[src/rtl/cache_ram_port.sv]
// cache_ram_port: RAM-side req/ack port for cache fill and write-back words.
// Returns fill data and pulses step_ready_out once per completed word.
module cache_ram_port #(
    parameter int ADDR_W  = 32,
    parameter int TIMEOUT = 64
) (
    input  logic              clk,
    input  logic              rst_n,
    input  logic              ram_en_in,
    input  logic              ram_write_in,
    input  logic [1:0]        ram_addr_sel_in,
    input  logic [2:0]        word_idx_in,
    input  logic [ADDR_W-1:0] ram_addr_ic_in,
    input  logic [ADDR_W-1:0] ram_addr_dc_in,
    input  logic [ADDR_W-1:0] ram_addr_wb_in,
    input  logic [31:0]       wb_data_in,
    output logic              mem_req_out,
    output logic              mem_we_out,
    output logic [ADDR_W-1:0] mem_addr_out,
    output logic [31:0]       mem_wdata_out,
    input  logic              mem_ack_in,
    input  logic [31:0]       mem_rdata_in,
    output logic [31:0]       fill_data_out,
    output logic              step_ready_out,
    output logic              busy_out,
    output logic              err_out
);
    typedef enum logic [1:0] {IDLE, REQ, DONE} state_t;
    state_t            r_state, w_next;
    logic [ADDR_W-1:0] r_addr;
    logic              r_we;
    logic [31:0]       r_wdata;
    logic [31:0]       r_fill;
    logic [7:0]        r_cnt;
    logic              r_err;
    logic              r_abort;
    logic [ADDR_W-1:0] w_base;
    logic              w_start;
    logic              w_rsv;
    logic              w_tmo;
    assign w_base  = ram_addr_sel_in == 2'b00 ? ram_addr_ic_in :
                     ram_addr_sel_in == 2'b01 ? ram_addr_dc_in : ram_addr_wb_in;
    assign w_start = r_state == IDLE && ram_en_in && ram_addr_sel_in != 2'b10;
    assign w_rsv   = r_state == IDLE && ram_en_in && ram_addr_sel_in == 2'b10;
    assign w_tmo   = r_state == REQ && !mem_ack_in && r_cnt == 8'(TIMEOUT - 1);
    always_ff @(posedge clk or negedge rst_n) begin
        if (!rst_n) r_state <= IDLE;
        else        r_state <= w_next;
    end
    always_comb begin
        w_next = r_state;
        case (r_state)
            IDLE:    w_next = w_start ? REQ : IDLE;
            REQ:     w_next = mem_ack_in ? DONE : w_tmo ? IDLE : REQ;
            default: w_next = IDLE;
        endcase
    end
    always_comb begin
        mem_req_out    = r_state == REQ;
        mem_we_out     = r_state == REQ && r_we;
        step_ready_out = r_state == DONE && !r_abort;
        busy_out       = r_state != IDLE;
        mem_addr_out   = r_addr;
        mem_wdata_out  = r_wdata;
        fill_data_out  = r_fill;
        err_out        = r_err;
    end
    // A drop of ram_en_in at any point in REQ (including the ack cycle) aborts the word.
    always_ff @(posedge clk or negedge rst_n) begin
        if (!rst_n) begin
            r_addr  <= '0;
            r_we    <= 1'b0;
            r_wdata <= '0;
            r_fill  <= '0;
            r_cnt   <= '0;
            r_err   <= 1'b0;
            r_abort <= 1'b0;
        end else begin
            if (w_start) begin
                r_addr  <= (w_base & ~ADDR_W'(31)) | ADDR_W'({word_idx_in, 2'b00});
                r_we    <= ram_write_in;
                r_wdata <= wb_data_in;
                r_cnt   <= '0;
                r_abort <= 1'b0;
            end
            if (r_state == REQ) begin
                r_cnt   <= r_cnt + 8'd1;
                r_abort <= r_abort | ~ram_en_in;
            end
            if (r_state == REQ && mem_ack_in && !r_we && ram_en_in && !r_abort)
                r_fill <= mem_rdata_in;
            if (w_rsv || w_tmo)
                r_err <= 1'b1;
        end
    end
endmodule

[config.mk]
export PLATFORM = sky130hd
export DESIGN_NAME = cache_ram_port
export DESIGN_NICKNAME = d
export VERILOG_FILES = /design/src/rtl/cache_ram_port.sv
export SDC_FILE = /design/constraint.sdc
export NUM_CORES = 1
export LEC_CHECK = 0
export ABC_CLOCK_PERIOD_IN_PS = 2600
export BUFFER_PORTS_ARGS = -buffer_cell sky130_fd_sc_hd__buf_2
export CAP_MARGIN = 40
export CORE_ASPECT_RATIO = 1.4
export CORE_MARGIN = 2
export CORE_UTILIZATION = 40
export DETAILED_ROUTE_END_ITERATION = 6
export GPL_TIMING_DRIVEN = 0
export PLACE_DENSITY = 0.72
export SLEW_MARGIN = 20
export SYNTH_ARGS = -nofsm -noshare
export SYNTH_HDL_FRONTEND = slang
export SYNTH_SLANG_ARGS = --single-unit
[constraint.sdc]
create_clock -name clk -period 2.6 [get_ports clk]
set_input_delay 0.52 -clock clk [delete_from_list [all_inputs] [get_ports clk]]
set_output_delay 0.52 -clock clk [all_outputs]
set_load 0.05 [all_outputs]
==> results.md <==
CTS:
- The post-CTS repair timing setup buffer count is 0.
- The number of clock buffers added by TritonCTS is 9.
- The H-tree level count is 3.
- The post-cts repair resize count is 0.
- The TritonCTS clock tree is built.
- After clock tree synthesis, the flow added hold-fix buffers numbering 0.
- The root buffer cell is clkbuf_16.
- The number of sinks on the clock net is roughly 110.
- The clock transition at the registers of the reported paths is 0.07 ns.
- The clock passes through at most 2 buffers.
- The later pin in the worst-skew pair is clocked with a latency of 0.34 ns.

Timing:
- Counting I/O delays and the setup requirement, the final critical path takes roughly 2.2 ns.
- In this run the tightest slew margin relative to its limit is roughly 64%.
- Across the routed clock network, the largest skew measured is roughly 0.0077 ns.
- The number of endpoints with negative hold slack in the final report came to 0.
- For this run, the top clock speed supported by timing is between 400 and 500 MHz.
- The number of max-slew violations in the final report is 0.
- For the pin with the worst max-slew slack, the measured transition is approximately 0.54 ns.
- Setup repair after global routing left no endpoint under its margin.
- The number of setup violations in the final report is 0.
- In the finished design, the share of the clock period the worst path needs comes to a little over four fifths.

Synth:
- The synthesized netlist devotes 5.37% of its cell area to simple gates.
- The synthesized netlist occupies a cell area of 4780 um^2.
- Summed over its instances, the top area cell type makes up 56.0% of the synthesized netlist area.
- Of all cell types, the one taking the most synthesized area is dfrtp_1.
- The share of the synthesized area in compound gates (AO/OA/AOI/OAI) is between 4 and 5%.
- During synthesis, Yosys emitted a total of 0 warnings.
- The number of register bits inferred by synthesis is 107.
- The xor-xnor portion of the synthesized cell area is 0.183%.
- The instance count of the mapped netlist is roughly 360.
- In the post-synthesis netlist, the biggest area contributors are dfrtp_1, mux2_1, mux2_2.
- The distinct cell type count of the synthesized netlist is 37.
- The synthesized design contains 0 enable-type register cells.
- In the synthesized netlist, mux cells make up between 20% and 30% of the area.
- The adder and majority cell fraction of the synthesized area is 0.262%.
- The portion of the post-synthesis area used by sequential elements is 56.0%.
- Among all flip-flop cells after synthesis, the most frequent one is dfrtp_1.
- Of all flip-flops after synthesis, the portion carrying an async set or reset was 100%.
- After synthesis, the mean cell area works out to around 13 um^2.
- By area, the combinational part of the netlist is dominated by multiplexers.

GRT:
- Global routing finished with a remaining overflow of 0.
- The first global-routing pass estimated roughly 19000 um of wire.
- The via count of the first global-routing pass is a little under 4000.
- The initial antenna violation count is 4.
- The total global routing track utilization is between 10% and 20%.
- Entering global routing, the biggest net connects between 60 and 70 pins.

Placement:
- In this run the cell area measured after placement is 6270 um^2.
- The estimated wirelength of the detail-placed design is approximately 10000 um.
- The placer's final routability congestion estimate is roughly 0.8.
- Buffers placed on the I/O ports in this run total 253.

Final layout:
- The number of nets in the layout is approximately 800.
- Counting the fill cells in the layout gives about 1000.
- The finished cells cover between 6000 and 7000 um^2.
- In the layout the commonest cells are buf_2, dfrtp_1, mux2_1.
- The commonest non-fill, non-tap cell in the layout is buf_2.
- The fraction of layout instances using a drive strength above 1 is between 50% and 60%.
- From synthesis to final layout, the design area changed by 37.5%.

Floorplan:
- Once the floorplan was initialized, standard cells occupied 40.6% of the core.
- The floorplan step defined a core boundary enclosing approximately 12000 um^2.
- The number of top-level pins is ~270.
- The die is about 96 um wide.
- In this run the vertical extent of the chip is 133 um.
- The floorplan row count is 47.
- The die outline area is around 13000 um^2.

Drt:
- The number of detailed-routing iterations run before antenna repair is 4.
- For this block, the routed nets add up to 12600 um of wire.
- The final routed wire length divided by cell count is about 16 um.
- The residual DRC count is 0.
- The routed layout has 3792 vias.
- The vias per cell is around 4.9.
- The number of DRC violations after detailed-routing iteration 0 is about 100.
- The post-route antenna net violation count is 0.

Setup path:
- The launch instance of the worst register-to-register path is r_state[0]$_DFF_PN0_.
- STA classifies the critical path endpoint as a primary output.
- STA puts the critical path data required time at 2.08 ns.
- The critical path endpoint is mem_we_out.
- The kind of launch point of the worst setup path is a flop.
- The worst reg-to-reg path cell count is 6.
- STA puts the critical path data arrival time at 1.67 ns.
- In this run the worst path has a maximum fanout of 10.
- In this run the register-to-register setup slack is around 0.68 ns.
- The endpoint identified for the worst register-to-register timing path is mem_wdata_out[20]$_DFFE_PN0P_.
- The class of the most critical setup path is flop to primary output.
- The worst setup path startpoint is r_state[0]$_DFF_PN0_.

Power and ir drop:
- The total power density per cell area is 1220 nW/um^2.
- The leakage power summed over all cells is approximately 3.3 nW.
- The worst supply voltage drop on vdd is roughly 740 uV.
- The design draws roughly 8.0 mW.

Flow run:
- Across the run, the number of max-cap violations was 0.

Hold path:
- The worst hold-check path type is primary input to asynchronous set/reset pin.

Outcome:
- The flow ran to the end, and the final reports show no timing, DRC or antenna violations.
-- registers in the layout (all words and copies together), names as in the netlist --
name and count:
err_out 1, fill_data_out 32, mem_addr_out 30, mem_wdata_out 32, r_abort 1, r_cnt 8, r_state 2, r_we 1
-- worst max-delay path: stages (launching register included) --
cell	delay [ns]
dfrtp_1	0.42
nand2b_1	0.09
buf_4	0.17
clkinv_1	0.22
and2_1	0.23
buf_2	0.20
-- cell type report --
cell class	count	area, um^2	area share, %
plain buffers	23	201	3.07
multi-input cells	223	1890	28.8
clock buffers	12	267	4.06
inverters	3	11.3	0.171
diodes	2	5.00	0.0762
repair buffers	254	1300	19.8
flip-flops and latches	107	2680	40.7
clock inverters	4	33.8	0.514
well taps	147	184	2.80
-- layer usage --
metal  GRT usage [%]  vias up  wire length (um)
met5               0        -                30
met4            8.69        4               409
met3            7.07       26              1390
met2            33.4      194              6120
met1            21.2     1784              4680
li1                -     1784                 -
-- synth_stat cells, types with 2 or more instances --
library cell and n:
nor3b_1 2, nand3_1 3, dfrtp_1 107, buf_4 7
a21oi_1 2, mux2_2 46, and2_1 2, nand2_1 30
o211ai_1 2, nor2_1 4, mux2_1 49, o21a_1 2
clkbuf_1 6, or2_2 2, buf_12 4, o31ai_1 3
o21ai_0 30, inv_1 2, nor4_1 2, mux2i_1 30
buf_2 4
-- how the worst min path moves through the flow --
| stage | endpoint | depth (start not counted) | slack [ns] | start |
|---|---|---|---|---|
| floorplan | err_out$_DFFE_PN0P_ | 0 | 0.22 | rst_n |
| finish | fill_data_out[8]$_DFFE_PN0P_ | 1 | 0.11 | rst_n |
| global route | fill_data_out[1]$_DFFE_PN0P_ | 1 | 0.13 | rst_n |
| global placement | err_out$_DFFE_PN0P_ | 1 | 0.45 | err_out$_DFFE_PN0P_ |
| detailed placement | err_out$_DFFE_PN0P_ | 1 | 0.46 | err_out$_DFFE_PN0P_ |
| CTS | fill_data_out[1]$_DFFE_PN0P_ | 1 | 0.11 | rst_n |
-- logic make-up after synthesis --
kind of cell	Yosys count
compound gates	42
buf+inv	26
fa+ha+maj	1
simple gates	52
flops	107
other cells	1
xor+xnor	1
mux	125
-- where the power goes --
part	switching, mW	internal, mW	leakage [nW]	total (mW)
Combinational	2.96	1.06	1.90	4.03
Sequential	0.329	2.31	1.29	2.64
Clock	0.598	0.734	0.145	1.33
Total	3.89	4.11	3.34	8.00
-- metrics by stage --
stage / worst slack (ns) / std cells / hold WS (ns) / setup TNS, ns / utilization [%]
3_3_place_gp: -0.127 / 756 / 0.455 / -12.82 / 53.0
3_5_place_dp: 0.493 / 757 / 0.457 / 0 / 53.3
6_report: 0.409 / 775 / 0.111 / 0 / 55.9
2_1_floorplan: 0.516 / 356 / 0.224 / 0 / -
5_1_grt: 0.284 / 773 / 0.129 / 0 / 55.8
4_1_cts: 0.392 / 773 / 0.112 / 0 / 55.8
Power figures use the tool's default switching activity.
